[config.mk]
export PLATFORM = sky130hd
export DESIGN_NAME = smoldvi_pattern_gen
export DESIGN_NICKNAME = d
export VERILOG_FILES = /design/src/rtl/smoldvi_pattern_gen.sv
export SDC_FILE = /design/constraint.sdc
export NUM_CORES = 1
export LEC_CHECK = 0
export CAP_MARGIN = 30
export CELL_PAD_IN_SITES_DETAIL_PLACEMENT = 1
export CELL_PAD_IN_SITES_GLOBAL_PLACEMENT = 1
export CORE_MARGIN = 5
export CORE_UTILIZATION = 39
export CTS_CLUSTER_SIZE = 30
export DETAILED_ROUTE_END_ITERATION = 12
export GPL_ROUTABILITY_DRIVEN = 0
export PLACE_DENSITY_LB_ADDON = 0.1
export SLEW_MARGIN = 0
export SYNTH_ARGS = -nofsm -noshare
export SYNTH_HDL_FRONTEND = slang
export SYNTH_SLANG_ARGS = --single-unit
[constraint.sdc]
create_clock -name clk_pix -period 5.8 [get_ports clk_pix]
set_clock_uncertainty 0.15 [all_clocks]
set_input_delay 0.87 -clock clk_pix [delete_from_list [all_inputs] [get_ports clk_pix]]
set_output_delay 0.87 -clock clk_pix [all_outputs]
set_load 0.1 [all_outputs]
[src/rtl/smoldvi_pattern_gen.sv]
// Test-pattern pixel source for a ready-throttled DVI sink: gradient, colour bars, checkerboard, solid.
// Optional build macro SMOLDVI_PATTERN_BORDER_EN forces a one-pixel white frame border in every mode.
module smoldvi_pattern_gen #(
   parameter int H_ACTIVE   = 640,
   parameter int V_ACTIVE   = 480,
   parameter int X_STEP     = 2,
   parameter int CHECK_LOG2 = 4
) (
   input  logic        clk_pix,
   input  logic        rst_pix,
   input  logic        rgb_rdy,
   input  logic [1:0]  mode,
   input  logic        freeze,
   input  logic [23:0] solid_rgb,
   output logic [7:0]  r,
   output logic [7:0]  g,
   output logic [7:0]  b,
   output logic        sof,
   output logic [7:0]  frame_ctr
);

   localparam int XW = $clog2(H_ACTIVE);
   localparam int YW = $clog2(V_ACTIVE);
   localparam logic [XW-1:0] X_LAST = XW'(H_ACTIVE - X_STEP);
   localparam logic [XW-1:0] X_INC  = XW'(X_STEP);
   localparam logic [YW-1:0] Y_LAST = YW'(V_ACTIVE - 1);
   localparam logic [YW-1:0] Y_ONE  = YW'(1);

   logic [XW-1:0] x_q, x_d;
   logic [YW-1:0] y_q, y_d;
   logic [7:0]    frame_q, frame_d;
   logic [1:0]    mode_q, mode_d;
   logic [7:0]    r_q, r_d, g_q, g_d, b_q, b_d;
   logic          sof_q, sof_d;

   logic          x_wrap, y_wrap;
   logic [6:0]    bar_ge;
   logic [2:0]    bar_idx;
   logic          chk_bit;
   logic [23:0]   pix_rgb;

   always_comb begin
      x_wrap  = (x_q >= X_LAST);
      y_wrap  = (y_q == Y_LAST);
      x_d     = x_q;
      y_d     = y_q;
      frame_d = frame_q;
      mode_d  = mode_q;
      if (rgb_rdy) begin
         x_d = x_wrap ? '0 : x_q + X_INC;
         if (x_wrap) begin
            y_d = y_wrap ? '0 : y_q + Y_ONE;
            if (y_wrap) begin
               frame_d = freeze ? frame_q : frame_q + 8'd1;
               mode_d  = mode;
            end
         end
      end
   end

   // Bar k starts at ceil(k*H_ACTIVE/8); the bar index is how many of those thresholds x has passed.
   generate
      for (genvar gi = 0; gi < 7; gi++) begin : g_bar_th
         localparam int TH = ((gi + 1) * H_ACTIVE + 7) / 8;
         assign bar_ge[gi] = (x_d >= XW'(TH));
      end
   endgenerate

   always_comb begin
      bar_idx = 3'd0;
      for (int k = 0; k < 7; k++) begin
         bar_idx = bar_idx + {2'b00, bar_ge[k]};
      end
   end

   generate
      if (CHECK_LOG2 < XW && CHECK_LOG2 < YW) begin : g_chk_xy
         assign chk_bit = x_d[CHECK_LOG2] ^ y_d[CHECK_LOG2];
      end else if (CHECK_LOG2 < XW) begin : g_chk_x
         assign chk_bit = x_d[CHECK_LOG2];
      end else if (CHECK_LOG2 < YW) begin : g_chk_y
         assign chk_bit = y_d[CHECK_LOG2];
      end else begin : g_chk_none
         assign chk_bit = 1'b0;
      end
   endgenerate

   // Colour is derived from next-state counters so it lands in the same register stage as them.
   always_comb begin
      case (mode_d)
         2'd0:    pix_rgb = {8'(x_d) + frame_d, 8'(y_d) + {frame_d[6:0], 1'b0}, frame_d};
         2'd1:    pix_rgb = {{8{~bar_idx[2]}}, {8{~bar_idx[1]}}, {8{~bar_idx[0]}}};
         2'd2:    pix_rgb = {24{chk_bit}};
         default: pix_rgb = solid_rgb;
      endcase
`ifdef SMOLDVI_PATTERN_BORDER_EN
      if (x_d == '0 || x_d >= X_LAST || y_d == '0 || y_d == Y_LAST) begin
         pix_rgb = 24'hFFFFFF;
      end
`endif
      r_d   = rgb_rdy ? pix_rgb[23:16] : r_q;
      g_d   = rgb_rdy ? pix_rgb[15:8]  : g_q;
      b_d   = rgb_rdy ? pix_rgb[7:0]   : b_q;
      sof_d = rgb_rdy ? (x_d == '0 && y_d == '0) : sof_q;
   end

   always_ff @(posedge clk_pix) begin
      if (rst_pix) begin
         x_q     <= '0;
         y_q     <= '0;
         frame_q <= 8'd0;
         mode_q  <= 2'd0;
         r_q     <= 8'd0;
         g_q     <= 8'd0;
         b_q     <= 8'd0;
         sof_q   <= 1'b1;
      end else begin
         x_q     <= x_d;
         y_q     <= y_d;
         frame_q <= frame_d;
         mode_q  <= mode_d;
         r_q     <= r_d;
         g_q     <= g_d;
         b_q     <= b_d;
         sof_q   <= sof_d;
      end
   end

   assign r         = r_q;
   assign g         = g_q;
   assign b         = b_q;
   assign sof       = sof_q;
   assign frame_ctr = frame_q;

endmodule

-- Word level (Yosys, flattened, before mapping)
Index checks and enable logic that the tools add are counted.
- equal/unequal tests: 3
- add/sub/neg operators: 11
- order comparisons: 8
- multiplexer cells: 13
- bitwise operators: 4
- reduce and logical (&&, ||, !) cells: 4
- operators with widths (cell ; number):
    24-bit one-hot mux with 3 select lines ; 1
    8-bit 2-to-1 mux ; 4
    10-bit by 9-bit greater-or-equal comparator with 1-bit output, second input constant ; 3
    9-bit 2-to-1 mux ; 3
    10-bit greater-or-equal comparator, second input constant ; 2
    10-bit by 8-bit greater-or-equal comparator with 1-bit output, second input constant ; 2
    10-bit 2-to-1 mux ; 2
    8-bit adder ; 2
    3-bit by 1-bit adder with 3-bit output ; 4
    10-bit by 2-bit adder with 10-bit output, second input constant ; 1
    10-bit by 7-bit greater-or-equal comparator with 1-bit output, second input constant ; 1
    10-bit zero test ; 1
    9-bit by 1-bit adder with 9-bit output, second input constant ; 1
    9-bit == test, second input constant ; 1
    9-bit zero test ; 1
    8-bit by 1-bit adder with 8-bit output, second input constant ; 1
    2-bit 2-to-1 mux ; 3
    2-bit by 1-bit adder with 3-bit output ; 1
    1-bit NOT ; 3
    1-bit by 1-bit adder with 2-bit output ; 1
    2-bit by 1-bit == test with 1-bit output, second input constant ; 1
    2-bit == test, second input constant ; 1
    2-bit zero test ; 1
    1-bit logical AND ; 1
    1-bit bitwise XOR ; 1
- output and inout port bits: 33
- register bits after elaboration: 54

-- Longest topological paths before layout
Gate-level depths: netlist of the first run.
- word-level depth: 12
- depth in mapped cells: 18

-- Worst setup path after synthesis of the first run
Ideal clock, no wire load.
- path kind: input to register
- start point: in rgb_rdy
- end point: reg g_q[1] (netlist: g[1])
- data arrival time: 4.489 ns
- stages on the path: 14
- slack: 1.028 ns
- library setup time: 0.132 ns
- path through: buf_4 > nand2_1 > o211a_1 > or3_2 > a21oi_1 > fa_1 > fa_1 > inv_1 > fa_1 > fa_1 > a32oi_1 > a21o_2 > o221ai_1 > a21oi_1
- word-level cells in the longest chain between the ends: 10
- RTL lines (item ; RTL line ; text):
    start: declaration ; 11 ; input logic rgb_rdy,
    10-bit 2-to-1 mux ; 49 ; if (rgb_rdy) begin
    10-bit by 7-bit greater-or-equal comparator with 1-bit output / 10-bit by 8-bit greater-or-equal comparator with 1-bit output (equally long branches) ; 65 ; assign bar_ge[gi] = (x_d >= XW'(TH));
    1-bit by 1-bit adder with 2-bit output ; 72 ; bar_idx = bar_idx + {2'b00, bar_ge[k]};
    2-bit by 1-bit adder with 3-bit output ; 72 ;
    3-bit by 1-bit adder with 3-bit output (4 in series) ; 72 ;
    1-bit NOT ; 92 ; 2'd1: pix_rgb = {{8{~bar_idx[2]}}, {8{~bar_idx[1]}}, {8{~bar_idx[0]}}};
    24-bit one-hot mux with 3 select lines ; 90 ; case (mode_d)
    end signal: assignment ; 123 ; g_q <= g_d;
    end: declaration ; 33 ; logic [7:0] r_q, r_d, g_q, g_d, b_q, b_d;
Parallel ways exist; a longest one is shown, timed or not.
A chain may end at the register's enable or synchronous reset.

-- Worst setup path in the final report of the first run
- start point: in rgb_rdy
- end point: reg g_q[3] (netlist: g[3])
Same word-level chain as after synthesis.

==> metrics.md, run 1 <==
| Metric | Value |
|---|---|
| Critical Path End Type | `register` |
| Power density normalized to cell area | `154 nW/um^2` |
| Global-route met1 utilization | `between 20% and 30%` |
| Path type of the worst setup path | `in -> reg` |
| CTS Root Cell | `sky130_fd_sc_hd__clkbuf_8` |
| Proportion of synthesized flip-flops having asynchronous set or reset | `0%` |
| Final WL | `11.1 mm` |
| Critical path capture point | `g[3]` |
| Worst-case clock buffer depth | `2` |
| Number of nets in the finished design | `551` |
| Initial cell density of the core | `40.4%` |
| Number of buffers inserted by port buffering | `62` |
| Post-CTS Resized | `0` |
| Diode count | `0` |
| Status | `complete, no violations` |
| Largest family of logic cells by synthesized area | `compound AO/OA/AOI/OAI gates` |
| CTS tree | `yes` |
| Worst EP required | `5840 ps` |
| TNS Setup | `0 ps` |
| Register bit total from synthesis | `54` |
| Area share of xor/xnor cells in the synthesized design | `5.94%` |
| HP Class | `reg -> reg` |
| Per-cell via count in the routed design | `5.60` |
| Fmax | `187 MHz` |
| Number of setup violations in the final report | `0` |
| Die Ht | `105 um` |
| Number of standard cells in the layout, taps in and fillers out | `608` |
| Internal reg-to-reg setup slack | `840 ps` |
| Launch point of the critical path | `rgb_rdy` |
| Total Routing Usage GR | `20.4%` |
| Fraction of layout instances using a drive strength above 1 | `9.40%` |
| Netlist cell types | `68` |
| Minimum hold slack | `305 ps` |
| Clock buffer count from CTS | `5` |
| Area of the die | `11100 sq um` |
| Commonest cells after routing, fill and taps aside | `sky130_fd_sc_hd__clkdlybuf4s50_1, sky130_fd_sc_hd__dfxtp_1, sky130_fd_sc_hd__nand2_1, sky130_fd_sc_hd__o21ai_0, sky130_fd_sc_hd__nor2_1` |
| Adder-cell share of the synthesized area | `8.98%` |
| Number of vias in the routed layout | `between 3000 and 4000` |
| Fraction of the cycle the final worst path needs | `92.1%` |
| Type of element launching the critical path | `primary input` |
| Leakage power of the design | `1.77 nW` |
| First-pass GRT wire length | `18.7 mm` |
| Post-CTS setup buffer count | `0` |
| Detailed-routing iteration count for the pre-antenna-repair pass | `4` |
| Die X | `105 um` |
| Commonest non-fill, non-tap cell in the layout | `sky130_fd_sc_hd__clkdlybuf4s50_1` |
| Slew at the pin closest to its max-slew limit | `1000 ps` |
| Area growth from synthesis to final layout | `24.4%` |
| CP Max Fanout | `8` |
| EDFF count, synth | `0` |
| Unrepaired setup endpoints after global routing | `false` |
| Met3 Usage GRT | `3.06%` |
| Std-Cell Core Area | `8760 sq um` |
| Simple-gate share of the synthesized area | `24.0%` |
| Count of routing violations after the opening detailed-route iteration | `120` |
| Remaining DRCs | `0` |
| Minimum clock period | `roughly 5300 ps` |
| Post-synthesis instance area | `3540 sq um` |
| Post-synthesis compound-gate area fraction | `24.3%` |
| Peak VDD IR | `0.111 mV` |
| Slew Viols, Final | `0` |
| Depth of the worst register-to-register path | `16` |
| Vias in the first global route | `3694` |
| Count of nets left with antenna violations after detail routing | `0` |
| Global routing met2 resource utilization | `a little over a third` |
| Number of clock sinks seen by CTS | `54` |
| Post-placement cell count | `601` |
| Flip-flop cell with the highest count after synthesis | `sky130_fd_sc_hd__dfxtp_1` |
| Syn Area/Cell | `8.10 sq um` |
| HPWL after DPL | `between 8 and 9 mm` |
| Arrival time reported for the critical path endpoint | `5380 ps` |
| Count of synthesis-stage warnings from yosys | `0` |
| Fraction of synthesized area in multiplexers | `1.45%` |
| Busiest grt layer | `met2` |
| Critical R2R Launch | `x_q[1]` |
| Gate Count Post-Synth | `437` |
| Number of antenna violations at the first check in global routing | `0` |
| Max-cap violations | `0` |
| GR Overflow Total | `0` |
| Final Hold Viols | `0` |
| I/O pin count | `63` |
| Detail-routed net length per standard cell | `18.3 um` |
| Clock-pin transition on the worst setup and hold timing paths | `110 ps` |
| Normalized max-slew margin | `33.1%` |
| Number of H-tree levels | `2` |
| Syn Nets | `488` |
| Sequential fraction of the synthesis area | `30.5%` |
| Post-CTS Hold Fix Bufs | `0` |
| Clock latency at the later pin of the worst-skew pair | `310 ps` |
| Largest net degree at the start of global routing | `41` |
| FF-to-FF End | `g[3]` |
| Row Count | `34` |
==> cell usage after synthesis, types with 2 or more instances <==
cell | number | area share [%]
sky130_fd_sc_hd__nor2b_1 | 14 | 2.5
sky130_fd_sc_hd__clkbuf_1 | 10 | 1.1
sky130_fd_sc_hd__or4_4 | 2 | 0.64
sky130_fd_sc_hd__a21o_2 | 2 | 0.49
sky130_fd_sc_hd__inv_1 | 19 | 2.0
sky130_fd_sc_hd__a21oi_1 | 34 | 4.8
sky130_fd_sc_hd__nor2_1 | 38 | 4.0
sky130_fd_sc_hd__a32oi_1 | 5 | 1.2
sky130_fd_sc_hd__xor2_1 | 8 | 2.0
sky130_fd_sc_hd__o21bai_1 | 3 | 0.64
sky130_fd_sc_hd__o221ai_1 | 8 | 2.0
sky130_fd_sc_hd__xnor2_1 | 9 | 2.2
sky130_fd_sc_hd__dfxtp_1 | 54 | 31
sky130_fd_sc_hd__buf_1 | 2 | 0.21
sky130_fd_sc_hd__a21boi_1 | 2 | 0.42
sky130_fd_sc_hd__mux2i_1 | 4 | 1.1
sky130_fd_sc_hd__buf_4 | 3 | 0.64
sky130_fd_sc_hd__or3_1 | 2 | 0.35
sky130_fd_sc_hd__nand2b_1 | 3 | 0.53
sky130_fd_sc_hd__ha_1 | 15 | 5.3
sky130_fd_sc_hd__o21a_1 | 8 | 1.7
sky130_fd_sc_hd__o21ai_0 | 39 | 5.5
sky130_fd_sc_hd__and2_1 | 4 | 0.71
sky130_fd_sc_hd__o21ai_1 | 12 | 1.7
sky130_fd_sc_hd__fa_1 | 6 | 3.4
sky130_fd_sc_hd__a21boi_0 | 2 | 0.42
sky130_fd_sc_hd__a31oi_1 | 4 | 0.71
sky130_fd_sc_hd__or2_2 | 2 | 0.35
sky130_fd_sc_hd__nor3_1 | 13 | 1.8
sky130_fd_sc_hd__buf_2 | 4 | 0.57
sky130_fd_sc_hd__nor4_1 | 2 | 0.35
sky130_fd_sc_hd__nand4_1 | 10 | 1.8
sky130_fd_sc_hd__and3_1 | 3 | 0.53
sky130_fd_sc_hd__xnor3_1 | 2 | 1.3
sky130_fd_sc_hd__nand3_1 | 9 | 1.3
sky130_fd_sc_hd__nand2_1 | 47 | 5.0
sky130_fd_sc_hd__o31ai_1 | 2 | 0.42
==> per-stage QoR <==
| stage | instance area [sq um] | setup slack (ps) | util [%] | power (mW) |
|---|---|---|---|---|
| after floorplan | 3540 | 1030 | - | 0.430 |
| after global placement | 4290 | 284 | 48.9 | 0.467 |
| after detailed placement | 4320 | 121 | 49.3 | 0.469 |
| after CTS | 4400 | 457 | 50.2 | 0.687 |
| after global routing | 4400 | 220 | 50.2 | 0.708 |
| final | 4400 | 460 | 50.2 | 0.679 |
==> power by group <==
group	total [mW]	leakage, nW	switching, mW	internal (mW)
registers	0.379	0.436	0.00507	0.374
logic	0.0809	1.29	0.0461	0.0348
clock network	0.219	0.0444	0.135	0.0841
==> critical path, cell delays in order <==
cell and delay (ps):
sky130_fd_sc_hd__clkdlybuf4s50_1 560, sky130_fd_sc_hd__and3_4 230, sky130_fd_sc_hd__nand3_1 110, sky130_fd_sc_hd__o31ai_1 590, sky130_fd_sc_hd__nand2b_1 220, sky130_fd_sc_hd__nor2_1 80
sky130_fd_sc_hd__fa_1 520, sky130_fd_sc_hd__fa_1 550, sky130_fd_sc_hd__inv_1 60, sky130_fd_sc_hd__fa_1 440, sky130_fd_sc_hd__fa_1 500, sky130_fd_sc_hd__a32oi_1 100
sky130_fd_sc_hd__a21o_2 280, sky130_fd_sc_hd__o221ai_1 180, sky130_fd_sc_hd__a21oi_1 80
==> layer usage <==
metal / share of wire [%] / up-vias / wire length (um)
li1: - / 1682 / -
met1: 46 / 1655 / 5150
met2: 50 / 58 / 5510
met3: 2.7 / 12 / 301
met4: 1.4 / 0 / 160
met5: 0 / - / 0
==> worst min path at each step <==
stage                       from      to  depth (start not counted)
final                       b[2]    b[2]                          2
after global routing        g[4]    g[4]                          2
after CTS                   b[4]    b[4]                          2
after detailed placement    r[6]    r[6]                          2
after global placement      b[2]    b[2]                          2
after floorplan           y_q[8]  y_q[8]                          2
==> cell type report <==
cell class              count  area, sq um
inverters                  19         71.3
fillers                  1070         4360
clock buffers               5         68.8
well taps                 108          135
flip-flops and latches     54         1080
repair buffers             76          737
multi-input cells         344         2290
clock inverters             2         13.8
==> logic make-up after synthesis <==
group                    Yosys count
multiplexers                       5
AO/OA/AOI/OAI                    134
adder cells (fa/ha/maj)           22
flip-flops                        54
AND/OR/NAND/NOR                  163
XOR/XNOR                          20
buffers and inverters             39
==> flip-flops by register name (all words and copies together) (netlist names) <==
register   flops
x_q           10
y_q            9
b              8
frame_ctr      8
g              8
r              8
mode_q         2
sof            1
Note: power is estimated with default switching activity, not from simulation.
==> inputs of run 2 (changes only) <==
Settings changed: CAP_MARGIN 30 to not set, CORE_ASPECT_RATIO set to 1.25, SKIP_LAST_GASP set to 1.
==> metrics.md, run 2 (synthesized netlist as in run 1, its figures left out) <==
| Metric | Value |
|---|---|
| Minimum hold slack | `312 ps (+6.54 ps)` |
| CTS Root Cell | `sky130_fd_sc_hd__clkbuf_8` |
| Commonest cells after routing, fill and taps aside | `sky130_fd_sc_hd__clkdlybuf4s50_1, sky130_fd_sc_hd__dfxtp_1, sky130_fd_sc_hd__nand2_1, sky130_fd_sc_hd__o21ai_0, sky130_fd_sc_hd__nor2_1` |
| Slew Viols, Final | `0 (unchanged)` |
| I/O pin count | `63 (unchanged)` |
| CTS tree | `yes` |
| Initial cell density of the core | `40.2% (-0.15 points)` |
| Cell with the largest stage delay on the worst path | `sky130_fd_sc_hd__fa_1` |
| Global-route met1 utilization | `25.7% (-0.82 points)` |
| Total Routing Usage GR | `22.1% (+1.6 points)` |
| Vias in the first global route | `3759 (+1.8%)` |
| Power density normalized to cell area | `156 nW/um^2 (+1.4%)` |
| HPWL after DPL | `9.09 mm (+3.4%)` |
| Remaining DRCs | `0 (unchanged)` |
| Max-cap violations | `0 (unchanged)` |
| Status | `complete, no violations` |
| Slew at the pin closest to its max-slew limit | `1110 ps (+108 ps)` |
| Die X | `95.2 um (-9.6%)` |
| Final Hold Viols | `0 (unchanged)` |
| Number of vias in the routed layout | `3447 (+1.2%)` |
| Detail-routed net length per standard cell | `18.7 um (+2.1%)` |
| GR Overflow Total | `0 (unchanged)` |
| Post-CTS Hold Fix Bufs | `0 (unchanged)` |
| Row Count | `38 (+12%)` |
| Global routing met2 resource utilization | `39.3% (+3.5 points)` |
| Kind of cell adding the most delay to the critical path | `adder cells` |
| Clock buffer count from CTS | `5 (unchanged)` |
| Number of H-tree levels | `2 (unchanged)` |
| Met3 Usage GRT | `3.41% (+0.36 points)` |
| HP Class | `reg -> reg` |
| Normalized max-slew margin | `24.0% (-9.1 points)` |
| Worst EP required | `5850 ps (about the same)` |
| Stage delay of the slowest cell on the critical path | `550 ps (-40 ps)` |
| Area of the die | `11100 sq um (+0.10%)` |
| Unrepaired setup endpoints after global routing | `false` |
| Diode count | `0 (unchanged)` |
| Biggest registers after layout | `x_q: 10 flops, y_q: 9 flops` |
| Register with the most flip-flops | `x_q` |
| Std-Cell Core Area | `8800 sq um (+0.37%)` |
| Critical Path End Type | `register` |
| Post-CTS Resized | `0 (unchanged)` |
| Fraction of the cycle the final worst path needs | `93.3% (+1.2 points)` |
| Minimum clock period | `5410 ps (+72.2 ps)` |
| Busiest grt layer | `met2` |
| Leakage power of the design | `1.74 nW (-1.6%)` |
| Per-cell via count in the routed design | `5.60 (-0.14%)` |
| Worst-case clock buffer depth | `2 (unchanged)` |
| Area growth from synthesis to final layout | `23.6%` |
| Largest net degree at the start of global routing | `29 (-29%)` |
| Die Ht | `117 um (+11%)` |
| Count of nets left with antenna violations after detail routing | `0 (unchanged)` |
| Type of element launching the critical path | `primary input` |
| Number of buffers inserted by port buffering | `62 (unchanged)` |
| Detailed-routing iteration count for the pre-antenna-repair pass | `4 (unchanged)` |
| Number of antenna violations at the first check in global routing | `0 (unchanged)` |
| Cell chain of the critical path | `clkdlybuf4s50_1 -> buf_4 -> and3_4 -> nand2b_1 -> a21boi_0 -> o21ai_0 -> nand2b_1 -> a21oi_1 -> fa_1 -> fa_1 -> inv_1 -> fa_1 -> fa_1 -> a32oi_1 -> a21o_2 -> o221ai_1 -> a21oi_1` |
| Worst setup slack after layout | `388 ps (-72.2 ps)` |
| Count of routing violations after the opening detailed-route iteration | `133 (+11%)` |
| Number of filler instances in the final layout | `1087 (+1.6%)` |
| Commonest non-fill, non-tap cell in the layout | `sky130_fd_sc_hd__clkdlybuf4s50_1` |
| Fmax | `185 MHz (-1.3%)` |
| Clock latency at the later pin of the worst-skew pair | `320 ps (about the same)` |
| Fraction of layout instances using a drive strength above 1 | `8.67% (-0.73 points)` |
| Most Frequent Cell on Critical Path | `sky130_fd_sc_hd__fa_1` |
| Path type of the worst setup path | `in -> reg` |
| Number of clock sinks seen by CTS | `54 (unchanged)` |
| Peak VDD IR | `0.0898 mV (-19%)` |
| Clock-pin transition on the worst setup and hold timing paths | `110 ps (about the same)` |
| Post-CTS setup buffer count | `0 (unchanged)` |
| First-pass GRT wire length | `19.0 mm (+1.4%)` |
| Flip-flop count of the largest register after layout | `10 (unchanged)` |
| Number of nets in the finished design | `546 (-0.91%)` |
| DP Worst Slack | `-1.77 ps (-123 ps)` |
| CP Max Fanout | `11 (+3)` |
| Number of buffer and inverter instances along the worst setup path | `3 (+1)` |
| Arrival time reported for the critical path endpoint | `5460 ps (+80 ps)` |
| Number of setup violations in the final report | `0 (unchanged)` |
| Final WL | `11.5 mm (+3.4%)` |
==> run 2: where the power goes <==
| part | internal, mW | switching, mW | total, mW |
|---|---|---|---|
| Sequential | 0.374 | 0.00478 | 0.379 |
| Combinational | 0.0340 | 0.0457 | 0.0797 |
| Clock | 0.0854 | 0.140 | 0.226 |
| Total | 0.494 | 0.191 | 0.685 |
==> run 2: final cells by class <==
type	instances	area, sq um	area share, %
Inverter	19	71.3	1.63
Sequential cell	54	1080	24.7
Multi-Input combinational cell	344	2290	52.4
Clock buffer	5	68.8	1.57
Timing Repair Buffer	71	688	15.7
Clock inverter	3	21.3	0.486
Tap cell	120	150	3.43
==> run 2: worst register-to-register path: cells and delay by family, from the launching register on <==
kind | cells | cell delay [ps]
fa+ha+maj | 5 | 2230
compound gates | 7 | 1480
flops | 1 | 510
simple gates | 3 | 390
buf+inv | 1 | 50
==> run 2: final timing paths <==
check        startpoint    to  slack (ps)  depth (start not counted)
min                b[5]  b[5]         310                          2
max             rgb_rdy  g[4]         390                         17
min reg2reg        b[5]  b[5]         310                          2
max reg2reg      x_q[1]  g[4]         850                         16
==> run 2: layer usage <==
layer,vias up,wire (um)
met4,0,433
met5,-,0
met1,1664,4840
met2,79,5810
li1,1679,-
met3,25,414
==> run 2: per-stage QoR <==
| stage | TNS, ps | util, % | instances | area [sq um] | total power [mW] |
|---|---|---|---|---|---|
| after CTS | 0 | 49.7 | 616 | 4380 | 0.692 |
| after global placement | 0 | 48.7 | 608 | 4290 | 0.466 |
| after floorplan | 0 | - | 437 | 3540 | 0.430 |
| after detailed placement | -1.77 | 48.7 | 608 | 4290 | 0.467 |
| after global routing | 0 | 49.7 | 616 | 4380 | 0.713 |
| final | 0 | 49.7 | 616 | 4380 | 0.685 |
